### config.mk
export PLATFORM = sky130hd
export DESIGN_NAME = hazard_ctrl_flat
export DESIGN_NICKNAME = d
export VERILOG_FILES = /design/src/rtl/hazard_ctrl_if.sv /design/src/rtl/hazard_ctrl.sv /design/src/flat_wrapper.sv
export SDC_FILE = /design/constraint.sdc
export NUM_CORES = 1
export LEC_CHECK = 0
export BUFFER_PORTS_ARGS = -buffer_cell sky130_fd_sc_hd__buf_2
export CORE_MARGIN = 2
export CORE_UTILIZATION = 38
export CTS_BUF_LIST = sky130_fd_sc_hd__clkbuf_4 sky130_fd_sc_hd__clkbuf_8
export DETAILED_ROUTE_END_ITERATION = 12
export PLACE_DENSITY_LB_ADDON = 0.2
export SLEW_MARGIN = 20
export SYNTH_ARGS = -nofsm -noshare
export SYNTH_HDL_FRONTEND = slang
export SYNTH_SLANG_ARGS = --single-unit
### constraint.sdc
create_clock -name clk -period 1.67 [get_ports clk]
set_input_delay 0.2505 -clock clk [delete_from_list [all_inputs] [get_ports clk]]
set_output_delay 0.2505 -clock clk [all_outputs]
set_load 0.1 [all_outputs]
### src/rtl/hazard_ctrl_if.sv
// Hazard sequencer bundle: pipeline-side status in, stall/flush controls out.
// master = pipeline side, slave = hazard_ctrl side.
interface hazard_ctrl_if #(
    parameter int unsigned CNT_W = 32
);
    logic             ID_EX_MemRead_i;
    logic [4:0]       ID_EX_RD_i;
    logic [4:0]       IF_ID_RS1_i;
    logic [4:0]       IF_ID_RS2_i;
    logic             IF_ID_UsesRs2_i;
    logic             branch_taken_i;
    logic             ID_EX_Multicycle_i;
    logic             mc_done_i;
    logic             pc_write_o;
    logic             IF_ID_write_o;
    logic             ID_EX_write_o;
    logic             IF_ID_flush_o;
    logic             ID_EX_flush_o;
    logic             EX_MEM_bubble_o;
    logic             mc_start_o;
    logic             mc_timeout_o;
    logic [CNT_W-1:0] lu_stall_cnt_o;
    logic [CNT_W-1:0] mc_stall_cnt_o;
    logic [CNT_W-1:0] flush_cnt_o;

    modport master (
        output ID_EX_MemRead_i, ID_EX_RD_i, IF_ID_RS1_i, IF_ID_RS2_i,
               IF_ID_UsesRs2_i, branch_taken_i, ID_EX_Multicycle_i, mc_done_i,
        input  pc_write_o, IF_ID_write_o, ID_EX_write_o, IF_ID_flush_o,
               ID_EX_flush_o, EX_MEM_bubble_o, mc_start_o, mc_timeout_o,
               lu_stall_cnt_o, mc_stall_cnt_o, flush_cnt_o
    );

    modport slave (
        input  ID_EX_MemRead_i, ID_EX_RD_i, IF_ID_RS1_i, IF_ID_RS2_i,
               IF_ID_UsesRs2_i, branch_taken_i, ID_EX_Multicycle_i, mc_done_i,
        output pc_write_o, IF_ID_write_o, ID_EX_write_o, IF_ID_flush_o,
               ID_EX_flush_o, EX_MEM_bubble_o, mc_start_o, mc_timeout_o,
               lu_stall_cnt_o, mc_stall_cnt_o, flush_cnt_o
    );
endinterface

### src/rtl/hazard_ctrl.sv
// Pipeline hazard sequencer for the 5-stage RV32I core.
// Handles load-use stalls, taken-branch squash (FLUSH_CYCLES long) and
// stall sequencing for the multi-cycle EX unit with timeout.
// Optional: define HAZARD_PERF_EN to build the performance counters;
// otherwise the counter outputs are tied to zero.
module hazard_ctrl #(
    parameter int unsigned FLUSH_CYCLES = 1,
    parameter int unsigned MC_TIMEOUT   = 64,
    parameter int unsigned CNT_W        = 32
) (
    input  logic          clk,
    input  logic          rst_n,
    hazard_ctrl_if.slave  hz
);
    typedef enum logic [1:0] {
        RUN     = 2'd0,
        FLUSH   = 2'd1,
        MC_WAIT = 2'd2
    } state_t;

    state_t     state_q, state_d;
    logic [2:0] fl_cnt_q, fl_cnt_d;
    logic [7:0] mc_cnt_q, mc_cnt_d;
    logic       mc_timeout_q, mc_timeout_d;
    logic       lu_hazard;

    logic pc_write, if_id_write, id_ex_write;
    logic if_id_flush, id_ex_flush, ex_mem_bubble, mc_start;

    // Load-use hazard: load in EX writes a register ID is about to read (x0 never)
    always_comb begin
        lu_hazard = hz.ID_EX_MemRead_i && (hz.ID_EX_RD_i != 5'd0) &&
                    ((hz.ID_EX_RD_i == hz.IF_ID_RS1_i) ||
                     (hz.IF_ID_UsesRs2_i && (hz.ID_EX_RD_i == hz.IF_ID_RS2_i)));
    end

    // Next-state and control decode; priority in RUN is branch > multicycle > load-use
    always_comb begin
        state_d       = state_q;
        fl_cnt_d      = fl_cnt_q;
        mc_cnt_d      = mc_cnt_q;
        mc_timeout_d  = mc_timeout_q;
        pc_write      = 1'b1;
        if_id_write   = 1'b1;
        id_ex_write   = 1'b1;
        if_id_flush   = 1'b0;
        id_ex_flush   = 1'b0;
        ex_mem_bubble = 1'b0;
        mc_start      = 1'b0;

        case (state_q)
            RUN: begin
                if (hz.branch_taken_i) begin
                    if_id_flush = 1'b1;
                    id_ex_flush = 1'b1;
                    if (FLUSH_CYCLES > 1) begin
                        state_d  = FLUSH;
                        fl_cnt_d = 3'(FLUSH_CYCLES - 1);
                    end
                end else if (hz.ID_EX_Multicycle_i) begin
                    mc_start      = 1'b1;
                    pc_write      = 1'b0;
                    if_id_write   = 1'b0;
                    id_ex_write   = 1'b0;
                    ex_mem_bubble = 1'b1;
                    state_d       = MC_WAIT;
                    mc_cnt_d      = '0;
                end else if (lu_hazard) begin
                    pc_write    = 1'b0;
                    if_id_write = 1'b0;
                    id_ex_flush = 1'b1;
                end
            end
            FLUSH: begin
                if_id_flush = 1'b1;
                id_ex_flush = 1'b1;
                fl_cnt_d    = fl_cnt_q - 3'd1;
                if (fl_cnt_q <= 3'd1) begin
                    state_d = RUN;
                end
            end
            MC_WAIT: begin
                // Release cycles keep the RUN defaults (writes on, no bubble)
                if (hz.mc_done_i) begin
                    state_d = RUN;
                end else if (mc_cnt_q >= 8'(MC_TIMEOUT)) begin
                    mc_timeout_d = 1'b1;
                    state_d      = RUN;
                end else begin
                    pc_write      = 1'b0;
                    if_id_write   = 1'b0;
                    id_ex_write   = 1'b0;
                    ex_mem_bubble = 1'b1;
                    mc_cnt_d      = mc_cnt_q + 8'd1;
                end
            end
            default: begin
                state_d = RUN;
            end
        endcase

        // Reset overrides the decode so the pipeline is held and filled with NOPs
        if (!rst_n) begin
            pc_write      = 1'b0;
            if_id_write   = 1'b0;
            id_ex_write   = 1'b0;
            if_id_flush   = 1'b1;
            id_ex_flush   = 1'b1;
            ex_mem_bubble = 1'b1;
            mc_start      = 1'b0;
        end
    end

    // Sequencer state register
    always_ff @(posedge clk or negedge rst_n) begin
        if (!rst_n) begin
            state_q      <= RUN;
            fl_cnt_q     <= '0;
            mc_cnt_q     <= '0;
            mc_timeout_q <= 1'b0;
        end else begin
            state_q      <= state_d;
            fl_cnt_q     <= fl_cnt_d;
            mc_cnt_q     <= mc_cnt_d;
            mc_timeout_q <= mc_timeout_d;
        end
    end

    assign hz.pc_write_o      = pc_write;
    assign hz.IF_ID_write_o   = if_id_write;
    assign hz.ID_EX_write_o   = id_ex_write;
    assign hz.IF_ID_flush_o   = if_id_flush;
    assign hz.ID_EX_flush_o   = id_ex_flush;
    assign hz.EX_MEM_bubble_o = ex_mem_bubble;
    assign hz.mc_start_o      = mc_start;
    assign hz.mc_timeout_o    = mc_timeout_q;

`ifdef HAZARD_PERF_EN
    logic             lu_evt, mc_evt, fl_evt;
    logic [CNT_W-1:0] lu_cnt_q, lu_cnt_d;
    logic [CNT_W-1:0] mcs_cnt_q, mcs_cnt_d;
    logic [CNT_W-1:0] flc_cnt_q, flc_cnt_d;

    // Event decode and wrapping increments for the performance counters
    always_comb begin
        lu_evt    = (state_q == RUN) && !hz.branch_taken_i &&
                    !hz.ID_EX_Multicycle_i && lu_hazard;
        mc_evt    = (state_q == MC_WAIT) ||
                    ((state_q == RUN) && !hz.branch_taken_i && hz.ID_EX_Multicycle_i);
        fl_evt    = (state_q == FLUSH) || ((state_q == RUN) && hz.branch_taken_i);
        lu_cnt_d  = lu_evt ? lu_cnt_q  + 1'b1 : lu_cnt_q;
        mcs_cnt_d = mc_evt ? mcs_cnt_q + 1'b1 : mcs_cnt_q;
        flc_cnt_d = fl_evt ? flc_cnt_q + 1'b1 : flc_cnt_q;
    end

    // Performance counter registers
    always_ff @(posedge clk or negedge rst_n) begin
        if (!rst_n) begin
            lu_cnt_q  <= '0;
            mcs_cnt_q <= '0;
            flc_cnt_q <= '0;
        end else begin
            lu_cnt_q  <= lu_cnt_d;
            mcs_cnt_q <= mcs_cnt_d;
            flc_cnt_q <= flc_cnt_d;
        end
    end

    assign hz.lu_stall_cnt_o = lu_cnt_q;
    assign hz.mc_stall_cnt_o = mcs_cnt_q;
    assign hz.flush_cnt_o    = flc_cnt_q;
`else
    assign hz.lu_stall_cnt_o = '0;
    assign hz.mc_stall_cnt_o = '0;
    assign hz.flush_cnt_o    = '0;
`endif
endmodule

### src/flat_wrapper.sv
// flat-port wrapper written by rule: the top's interface ports become plain ports
module hazard_ctrl_flat 
#(
    parameter int unsigned FLUSH_CYCLES = 1,
    parameter int unsigned MC_TIMEOUT   = 64,
    parameter int unsigned CNT_W        = 32
)
  (clk, rst_n, hz_ID_EX_MemRead_i, hz_ID_EX_RD_i, hz_IF_ID_RS1_i, hz_IF_ID_RS2_i, hz_IF_ID_UsesRs2_i, hz_branch_taken_i, hz_ID_EX_Multicycle_i, hz_mc_done_i, hz_pc_write_o, hz_IF_ID_write_o, hz_ID_EX_write_o, hz_IF_ID_flush_o, hz_ID_EX_flush_o, hz_EX_MEM_bubble_o, hz_mc_start_o, hz_mc_timeout_o, hz_lu_stall_cnt_o, hz_mc_stall_cnt_o, hz_flush_cnt_o);
  hazard_ctrl_if #(.CNT_W(CNT_W)) hz_i ();
  input  logic clk;
  input  logic rst_n;
  input wire logic [$bits(hz_i.ID_EX_MemRead_i)-1:0] hz_ID_EX_MemRead_i;
  input wire logic [$bits(hz_i.ID_EX_RD_i)-1:0] hz_ID_EX_RD_i;
  input wire logic [$bits(hz_i.IF_ID_RS1_i)-1:0] hz_IF_ID_RS1_i;
  input wire logic [$bits(hz_i.IF_ID_RS2_i)-1:0] hz_IF_ID_RS2_i;
  input wire logic [$bits(hz_i.IF_ID_UsesRs2_i)-1:0] hz_IF_ID_UsesRs2_i;
  input wire logic [$bits(hz_i.branch_taken_i)-1:0] hz_branch_taken_i;
  input wire logic [$bits(hz_i.ID_EX_Multicycle_i)-1:0] hz_ID_EX_Multicycle_i;
  input wire logic [$bits(hz_i.mc_done_i)-1:0] hz_mc_done_i;
  output wire logic [$bits(hz_i.pc_write_o)-1:0] hz_pc_write_o;
  output wire logic [$bits(hz_i.IF_ID_write_o)-1:0] hz_IF_ID_write_o;
  output wire logic [$bits(hz_i.ID_EX_write_o)-1:0] hz_ID_EX_write_o;
  output wire logic [$bits(hz_i.IF_ID_flush_o)-1:0] hz_IF_ID_flush_o;
  output wire logic [$bits(hz_i.ID_EX_flush_o)-1:0] hz_ID_EX_flush_o;
  output wire logic [$bits(hz_i.EX_MEM_bubble_o)-1:0] hz_EX_MEM_bubble_o;
  output wire logic [$bits(hz_i.mc_start_o)-1:0] hz_mc_start_o;
  output wire logic [$bits(hz_i.mc_timeout_o)-1:0] hz_mc_timeout_o;
  output wire logic [$bits(hz_i.lu_stall_cnt_o)-1:0] hz_lu_stall_cnt_o;
  output wire logic [$bits(hz_i.mc_stall_cnt_o)-1:0] hz_mc_stall_cnt_o;
  output wire logic [$bits(hz_i.flush_cnt_o)-1:0] hz_flush_cnt_o;
  assign hz_i.ID_EX_MemRead_i = hz_ID_EX_MemRead_i;
  assign hz_i.ID_EX_RD_i = hz_ID_EX_RD_i;
  assign hz_i.IF_ID_RS1_i = hz_IF_ID_RS1_i;
  assign hz_i.IF_ID_RS2_i = hz_IF_ID_RS2_i;
  assign hz_i.IF_ID_UsesRs2_i = hz_IF_ID_UsesRs2_i;
  assign hz_i.branch_taken_i = hz_branch_taken_i;
  assign hz_i.ID_EX_Multicycle_i = hz_ID_EX_Multicycle_i;
  assign hz_i.mc_done_i = hz_mc_done_i;
  assign hz_pc_write_o = hz_i.pc_write_o;
  assign hz_IF_ID_write_o = hz_i.IF_ID_write_o;
  assign hz_ID_EX_write_o = hz_i.ID_EX_write_o;
  assign hz_IF_ID_flush_o = hz_i.IF_ID_flush_o;
  assign hz_ID_EX_flush_o = hz_i.ID_EX_flush_o;
  assign hz_EX_MEM_bubble_o = hz_i.EX_MEM_bubble_o;
  assign hz_mc_start_o = hz_i.mc_start_o;
  assign hz_mc_timeout_o = hz_i.mc_timeout_o;
  assign hz_lu_stall_cnt_o = hz_i.lu_stall_cnt_o;
  assign hz_mc_stall_cnt_o = hz_i.mc_stall_cnt_o;
  assign hz_flush_cnt_o = hz_i.flush_cnt_o;
  hazard_ctrl #(.FLUSH_CYCLES(FLUSH_CYCLES), .MC_TIMEOUT(MC_TIMEOUT), .CNT_W(CNT_W)) u_core (.clk(clk), .rst_n(rst_n), .hz(hz_i));
endmodule
==> results.md <==
* Mapped cell area at 1354 um2
* R2r worst-path depth at 5
* Crit Path Category: flip-flop to output pin
* Iter 0 DRT Violations at 14
* Post-route cell area at 1484 um2
* Switching Power at 0.001234 W
* Seq/Total Area, Yosys at 0.1848
* Clock transition at the registers of the reported paths at 60 ps
* Worst Setup End Kind: output pin
* Clock Sinks at 10
* RSZ-0062 raised after global routing: true
* Main combinational cell family by area after synthesis: buffers and inverters
* Largest net degree at the start of global routing at 10
* Post-synthesis compound-gate area fraction at 0.04159
* Core area at 3390 um2
* Fmax at 559.8 MHz
* Detailed placement HPWL at 1732 um
* Number of diodes at 0
* Period utilisation layout at 1.070
* Worst skew pair latency at approximately 260 ps
* Die height at 63.69 um
* Clock Path Buffers at 2
* Post-synthesis register bit count at 10
* Failing checks: setup timing
* Cell Pwr Density at around 1200 nW/um2
* Cell row count at 21
* # IOs at 126
* Final setup vio count at 5
* Total track usage at 0.09057
* Pwr Total at roughly 0.0018 W
* Post-Place Setup Slack at 13.42 ps
* Clock Power Share at 0.106
* Required time worst endpoint at 1420 ps
* Combinational Power Share at 0.735
* Worst min path class: input port to async pin
* Critical Path AT at 1540 ps
* Vias at 846
* Worst vdd ir at 0.5235 mV
* Most frequent cells in the layout: conb_1, buf_2, buf_4, xnor2_1, dfrtp_1
* Initial antenna violation count at 0
* Vias/cell at 3.371
* Status: finished, violations left
* Cell count after synthesis at 162
* Post-DP Area at approximately 1400 um2
* Synthesis warning total at 0
* Max_cap viols at 0
* Final Net Count at 229
* Cells along the critical path: nor4b_4 -> nor2_4 -> nand2_8 -> a41oi_4 -> buf_12
* Routed WL per cell at 7.880 um
* Netlist cell types at 25
* Sw frac at 0.7013
* Count of input and output buffers at 29
* Most common cell after layout, fill and taps aside: conb_1
* Drt first pass iters at 2
* Vias in the first global route at roughly 670
* DIE AREA at 4056 um2
* CTS Root Cell: clkbuf_4
* Int Power at 0.0005258 W
* Flop pwr share at 0.159
* Skew final at 3.778 ps
* Global-route wire length before repair at 2939 um
* Grt ovf at 0
* Crit-path max FO at 3
* DRC at 0
* Family with the most delay on the worst path: flip-flops
* Htree depth at 1
* Die width at approximately 64 um
* Critical Path Start Type: flip-flop
* Total CTS buffers at 3
* Max stage delay cell, worst path: dfrtp_2
* P&R area growth vs syn at 9.612%
* Largest stage delay, worst path at between 400 and 500 ps
* Post-Place Cells at 243
* Mean area per synthesized cell at 8.357 um2
* Final Critical Period at about 1800 ps
* Xor and xnor area share after synthesis at 0.09057
* Simple logic cell fraction of the synthesized area at 0.1165
* Slew Limit Fails at 0
* Share of post-route cells with drive strength above 1 at 0.2780
* Adder-Cell Fraction of Synth Area at 0.009242
* P_leak at 0.8290 nW
* Setup WS post-layout at -116.4 ps
* Post-synthesis mux area share at 0.008318
* Initial Util at 0.3994
* CTS tree: built
* Buf/Inv on CP at 1
* Routed WL at 1978 um
* Post-Layout Cell Count at 251
* Final Hold Viols at 0
* Antenna-violating nets left at 0
* Cell depth of the worst setup path at 5
* Final GP Congestion at 0.7593
## state kept, by name (all words and copies together), names as in the netlist
signal	cells
u_core.hz.mc_timeout_o	1
u_core.state_q	1
u_core.mc_cnt_q	8
## path summary, 6_finish.rpt
check	start	to	slack, ps
setup / recovery	u_core.state_q[1]	hz_IF_ID_write_o	-120
hold / removal	rst_n	u_core.mc_cnt_q[0]	50
setup reg to reg	u_core.mc_cnt_q[7]	u_core.mc_cnt_q[0]	210
hold reg to reg	u_core.hz.mc_timeout_o	u_core.hz.mc_timeout_o	480
max in group asynchronous	rst_n	u_core.state_q[1]	1080
min in group clk	hz_mc_done_i	u_core.hz.mc_timeout_o	320
## routing by layer
layer,GRT usage,vias up,part of all wire
li1,-,408,-
met1,0.1129,374,0.38
met2,0.1566,64,0.52
met3,0.02679,0,0.099
met4,0.01359,0,0
met5,0,-,0
## stage by stage
stage          setup TNS [ps]  utilization  hold WS, ps
2_1_floorplan          -981.4            -       -45.09
3_3_place_gp                0       0.4168        112.7
3_5_place_dp                0       0.4168        113.7
4_1_cts                -502.3       0.4326        44.42
5_1_grt                -708.3       0.4378        61.95
6_report               -334.6       0.4378        49.00
## final cells by class
type                            instances  area [um2]
Inverter                                3       15.01
Clock buffer                            4       30.03
Tap cell                               46       57.56
Timing Repair Buffer                   41       334.1
Fill cell                             365        1906
Sequential cell                        10       251.5
Multi-Input combinational cell        147       795.8
## cell usage after synthesis
master     n  area share
nor4b_4    1       0.018
a41o_1     1      0.0074
or2b_1     1      0.0055
and2_1     1      0.0046
and3_1     2      0.0092
xor2_1     4       0.026
nor2_1    10       0.028
nand4_1    3       0.014
a22o_2     1      0.0074
ha_1       1      0.0092
mux2_2     1      0.0083
dfrtp_1   10        0.18
nor3b_2    1      0.0092
o21bai_1   1      0.0055
o21ai_0    1      0.0037
buf_4     97        0.54
conb_1     1      0.0028
nand2_1    6       0.017
o22ai_1    1      0.0046
nor2b_1    1      0.0046
xnor2_1   10       0.065
inv_1      3      0.0083
nor3_1     1      0.0037
a41oi_1    2       0.013
nand3_1    1      0.0037
## logic make-up after synthesis
group / Yosys count
flops: 10
compound gates: 7
mux: 1
buf+inv: 100
other cells: 1
simple gates: 28
xor+xnor: 14
fa+ha+maj: 1
## repair_timing
action | in CTS | in global routing
hold endpoints to repair | 2 | 0
pin swaps | 2 | 1
endpoints found under the setup margin | 5 | 6
setup buffers | 1 | 2
hold buffers | 1 | 0
gates resized for setup | 2 | 1
## power groups by stage
stage          sequential, W  clock, W  combinational, W
4_1_cts             0.000280  0.000197           0.00129
3_3_place_gp        0.000284         0           0.00128
6_report            0.000280  0.000187           0.00129
5_1_grt             0.000282  0.000209           0.00133
2_1_floorplan       0.000284         0           0.00133
3_5_place_dp        0.000285         0           0.00128
No activity file was read; power rests on OpenSTA's default activity.
